==> config.mk <==
export PLATFORM = sky130hd
export DESIGN_NAME = seg_scan_ctrl
export DESIGN_NICKNAME = d
export VERILOG_FILES = /design/src/rtl/seg_scan_ctrl.sv
export SDC_FILE = /design/constraint.sdc
export NUM_CORES = 1
export LEC_CHECK = 0
export ABC_AREA = 1
export BUFFER_PORTS_ARGS = -buffer_cell sky130_fd_sc_hd__buf_2
export CORE_UTILIZATION = 50
export CTS_CLUSTER_SIZE = 16
export DETAILED_ROUTE_END_ITERATION = 6
export PLACE_DENSITY_LB_ADDON = 0.12
export REMOVE_ABC_BUFFERS = 1
export SYNTH_ARGS = -nofsm -noshare
export SYNTH_HDL_FRONTEND = slang
export SYNTH_SLANG_ARGS = --single-unit
==> constraint.sdc <==
create_clock -name clk -period 4.8 [get_ports clk]
set_input_delay 0.96 -clock clk [delete_from_list [all_inputs] [get_ports clk]]
set_output_delay 0.96 -clock clk [all_outputs]
set_load 0.02 [all_outputs]
==> src/rtl/seg_scan_ctrl.sv <==
// Seven-segment scan controller: time-multiplexes a shared segment bus across NDIG digits,
// with a blanking gap per slot, a brightness on-window, and frame-atomic pattern commits.
module seg_scan_ctrl #(
  parameter int NDIG     = 4,
  parameter int TICK_DIV = 20000,
  parameter int BLANK    = 64
) (
  input  logic            clk,
  input  logic            rst_n,
  input  logic            wr_en,
  input  logic [2:0]      wr_addr,
  input  logic [6:0]      wr_data,
  input  logic            commit,
  input  logic [2:0]      bright,
  output logic [6:0]      segment,
  output logic [NDIG-1:0] digit_en,
  output logic            frame_start,
  output logic            commit_pend,
  output logic            commit_ack
);

  localparam int STEP  = (TICK_DIV - BLANK) / 8;
  localparam int CBITS = $clog2(TICK_DIV);
  localparam int DBITS = (NDIG > 1) ? $clog2(NDIG) : 1;
  localparam logic [CBITS-1:0] CNT_LAST = CBITS'(TICK_DIV - 1);
  localparam logic [DBITS-1:0] DIG_LAST = DBITS'(NDIG - 1);
  localparam logic [NDIG-1:0]  DIG_ONE  = {{(NDIG-1){1'b0}}, 1'b1};

  logic [CBITS-1:0] cnt_reg;
  logic [DBITS-1:0] d_reg;
  logic [2:0]       bright_q_reg;
  logic             pending_reg;
  logic [6:0]       shadow_reg [NDIG];
  logic [6:0]       active_reg [NDIG];

  logic [6:0]       segment_reg;
  logic [NDIG-1:0]  digit_en_reg;
  logic             frame_start_reg;
  logic             commit_ack_reg;

  logic             slot_end;
  logic             boundary;
  logic             apply;
  logic [31:0]      cnt_ext;
  logic [31:0]      win_end;
  logic [6:0]       segment_next;
  logic [NDIG-1:0]  digit_en_next;

  assign slot_end = (cnt_reg == CNT_LAST);
  assign boundary = slot_end && (d_reg == DIG_LAST);
  assign apply    = boundary && pending_reg;
  assign cnt_ext  = 32'(cnt_reg);
  assign win_end  = 32'(BLANK) + (32'(bright_q_reg) + 32'd1) * 32'(STEP);

  // Blank gap first, then the digit is enabled; segments only drive inside the on-window.
  always_comb begin
    segment_next  = '0;
    digit_en_next = '0;
    if (cnt_ext >= 32'(BLANK)) begin
      digit_en_next = DIG_ONE << d_reg;
      if (cnt_ext < win_end) begin
        segment_next = active_reg[d_reg];
      end
    end
  end

  always_ff @(posedge clk or negedge rst_n) begin
    if (!rst_n) begin
      cnt_reg         <= '0;
      d_reg           <= '0;
      bright_q_reg    <= '0;
      pending_reg     <= 1'b0;
      segment_reg     <= '0;
      digit_en_reg    <= '0;
      frame_start_reg <= 1'b0;
      commit_ack_reg  <= 1'b0;
    end else begin
      cnt_reg <= slot_end ? '0 : cnt_reg + CBITS'(1);
      if (slot_end) begin
        d_reg <= (d_reg == DIG_LAST) ? '0 : d_reg + DBITS'(1);
      end
      if (cnt_reg == '0) begin
        bright_q_reg <= bright;
      end
      // A commit arriving on the boundary itself survives the copy and waits a frame.
      pending_reg     <= commit | (pending_reg & ~apply);
      segment_reg     <= segment_next;
      digit_en_reg    <= digit_en_next;
      frame_start_reg <= (cnt_reg == '0) && (d_reg == '0);
      commit_ack_reg  <= apply;
    end
  end

  genvar gi;
  generate
    for (gi = 0; gi < NDIG; gi++) begin : g_digit
      always_ff @(posedge clk or negedge rst_n) begin
        if (!rst_n) begin
          shadow_reg[gi] <= '0;
          active_reg[gi] <= '0;
        end else begin
          if (apply) begin
            active_reg[gi] <= shadow_reg[gi];
          end
          if (wr_en && (wr_addr == 3'(gi))) begin
            shadow_reg[gi] <= wr_data;
          end
        end
      end
    end
  endgenerate

  assign segment     = segment_reg;
  assign digit_en    = digit_en_reg;
  assign frame_start = frame_start_reg;
  assign commit_pend = pending_reg;
  assign commit_ack  = commit_ack_reg;

endmodule

==> results.py <==
metrics = {
    "worst_setup_path": {
        "crit_top_cell": "nand2_1",
        "slowest_delay_ns": 0.51,
        "cp.arrival_ns": 4.76,
        "crit_type": "reg2reg",
        "r2r_end": "segment[3]",
        "cp_slowest_cell": "fa_1",
        "endpoint_kind": "flop",
        "cp.required_ns": 5.10,
        "cp-start-kind": "flop",
        "cp-startpoint": "bright_q_reg[0]",
        "rr_startpoint": "bright_q_reg[0]",
        "r2r_slack_ns": 0.35,
        "rr_worst_depth": 30,
        "cp_max_fo": 7,
    },
    "floorplanning": {
        "initial_core_util_pct": 51.7,
        "dieArea_sq_um": 10600,
        "fp.dieH_um": 103,
        "io_pins": 31,
        "placementRows": 36,
        "die_w_um": 103,
        "coreArea_sq_um": 9820,
    },
    "timing": {
        "hold_viol_final": 0,
        "slew_headroom_pct": 31.7,
        "fin_tns_setup_ns": 0,
        "rsz0062_at_grt": "false",
        "final_max_slew_viol_count": 0,
        "period_needed_ns": 4.45,
        "finalSetupViolCount": 0,
        "finClkSkew_ns": 0.0157,
        "clock.fmax_ghz": 0.225,
        "hold_ws_ns": 0.472,
        "worst_pin_slew_ns": 1.02,
        "fin_crit_sh_pct": 92.8,
    },
    "min_path": {
        "hold_path_class": "reg2reg",
        "min_from": "active_reg[9]",
        "hold_end": "active_reg[9]",
        "worstHoldPathCells": 2,
    },
    "global_route": {
        "antenna_found_initial": 0,
        "grt_start_max_net_pins": 62,
        "grt_first_pass_wirelength_mm": 17.9,
        "groute.usage.overall_pct": 22.3,
        "grt_overflow": 0,
        "grt_pass1_vias": 3915,
    },
    "pwr": {
        "p_clk_share_pct": 29.9,
        "p_comb_share_pct": 23.0,
        "internal_power_mw": 1.20,
        "ir_drop_uv": 234,
        "p_leak_nw": 3.19,
        "power.density_nw_per_um2": 312,
        "seqPwrFrac_pct": 47.1,
        "power_switching_mw": 0.555,
        "swShare_pct": 31.6,
    },
    "drt": {
        "drc": 0,
        "wl_per_cell_um": 13.1,
        "via_count": 3972,
        "routed_wirelength_mm": 10.6,
        "via_per_inst": 4.90,
        "ant_nets": 0,
        "first_pass_iters": 6,
        "drtIter0Drc": 150,
    },
    "yosys": {
        "synthDistinctLibCells": 32,
        "synth-seq-cells": 90,
        "netlist_area_sq_um": 5070,
        "syn_inst": 634,
        "syn_avg_cell_area_sq_um": 8.00,
        "synth_warnings": 0,
        "ys_seq_area_share_pct": 44.4,
    },
    "finish": {
        "fill_cells": 957,
        "final_common_cell": "nand2_1",
        "most-common-layout-cells": "193 x nand2_1, 89 x dfrtp_1, 85 x inv_1",
        "diodes": 0,
        "final_layout_size_suffix_gt1_share_pct": 12.7,
        "stdcell_count": 810,
        "nets": 735,
        "area_growth_syn_to_layout_pct": 11.2,
    },
    "clocking": {
        "clk_pin_slew_ns": 0.08,
        "ctsLongestPathBuffers": 2,
        "clock_sinks": 90,
        "htree_levels": 3,
        "tritoncts": "yes",
        "clkLatencyLatePin_ns": 0.37,
        "cts_buffers": 9,
        "cts-root-buf": "clkbuf_8",
    },
    "place": {
        "hpwl_mm": 7.90,
        "gp_congestion": 0.849,
        "port-buffer-count": 30,
        "post-place-cells": 790,
    },
    "status": {
        "status": "finished clean",
    },
    "run": {
        "maxCapViolations": 0,
    },
}
## critical path, delay by kind of cell, from the launching register on
kind	cells	cell delay, ns
DFF	1	0.43
buffers and inverters	5	0.28
AOI/OAI and AO/OA	2	0.30
adders and majority gates	6	1.96
and+or+nand+nor	16	1.28
xor gates and xnor gates	1	0.17
## power by group through the flow
stage / clock network, mW / logic, mW / registers [mW]
after floorplan: 0 / 0.280 / 0.837
after global placement: 0 / 0.376 / 0.841
after detailed placement: 0 / 0.387 / 0.843
after CTS: 0.542 / 0.389 / 0.828
after global routing: 0.571 / 0.476 / 0.834
final: 0.526 / 0.404 / 0.829
## worst max path at each step
stage                       endpoint  slack (ns)  cells past startpoint
after global routing      segment[3]       0.006                     30
after CTS                 segment[5]        0.21                     28
final                     segment[3]        0.35                     30
after detailed placement  segment[6]        0.23                     28
after global placement    segment[3]        0.31                     28
after floorplan           segment[0]        0.35                     27
## area by class of cell
type,count,area (sq um),area share (%)
well taps,133,166,2.95
flip-flops and latches,90,2250,39.9
inverters,85,319,5.65
clock buffers,9,124,2.20
clock inverters,7,76.3,1.35
repair buffers,40,228,4.04
multi-input cells,446,2480,43.9
## kinds of logic (layout without fill, tap and decap cells)
group,Yosys count,in the layout,synth area share (%)
compound gates,80,80,8.29
xor+xnor,10,10,1.73
fa+ha+maj,46,46,12.1
buf+inv,98,141,7.60
flops,90,90,44.4
simple gates,310,310,25.9
## per-layer routing
layer	vias to the layer above	routed length, um	global-route usage [%]
met2	51	5210	38.4
met3	14	222	3.59
li1	2075	-	-
met5	-	0	0
met4	0	173	8.23
met1	1832	5000	28.6
## synth_stat cells
| master | count | area (sq um) |
|---|---|---|
| dfrtp_1 | 90 | 2250 |
| o21ai_0 | 53 | 265 |
| buf_2 | 5 | 25.0 |
| o21bai_1 | 1 | 7.51 |
| nor3_1 | 5 | 25.0 |
| nand3_1 | 25 | 125 |
| nor2_1 | 52 | 195 |
| fa_1 | 5 | 100 |
| or2_2 | 1 | 6.26 |
| xor2_1 | 5 | 43.8 |
| nor3_2 | 1 | 10.0 |
| ha_1 | 41 | 513 |
| a211oi_1 | 1 | 7.51 |
| nand2_1 | 196 | 736 |
| or2_1 | 1 | 6.26 |
| buf_4 | 1 | 7.51 |
| xnor2_1 | 5 | 43.8 |
| o21a_1 | 1 | 7.51 |
| buf_1 | 1 | 3.75 |
| clkbuf_1 | 5 | 18.8 |
| buf_6 | 1 | 11.3 |
| nor2_4 | 3 | 33.8 |
| a221oi_1 | 1 | 8.76 |
| nand2_2 | 5 | 31.3 |
| and2_1 | 1 | 6.26 |
| nor4_1 | 3 | 18.8 |
| nor2_2 | 6 | 37.5 |
| nand3_2 | 4 | 40.0 |
| a21oi_1 | 16 | 80.1 |
| inv_1 | 85 | 319 |
| o22ai_1 | 7 | 43.8 |
| nand4_1 | 7 | 43.8 |
## what timing repair did
| action | 4_1_cts | 5_1_grt |
|---|---|---|
| hold buffers | 0 | 0 |
| setup endpoints to repair | 0 | 7 |
| setup buffers | 0 | 4 |
| resized for setup | 0 | 12 |
## through the flow
stage,power (mW),setup slack (ns),cell area (sq um),utilization [%]
floorplan,1.12,0.346,5010,-
global placement,1.22,0.312,5370,54.7
detailed placement,1.23,0.232,5370,54.7
CTS,1.76,0.206,5570,56.7
global route,1.88,0.00600,5640,57.5
finish,1.76,0.347,5640,57.5
No activity file was read; power rests on OpenSTA's default activity.
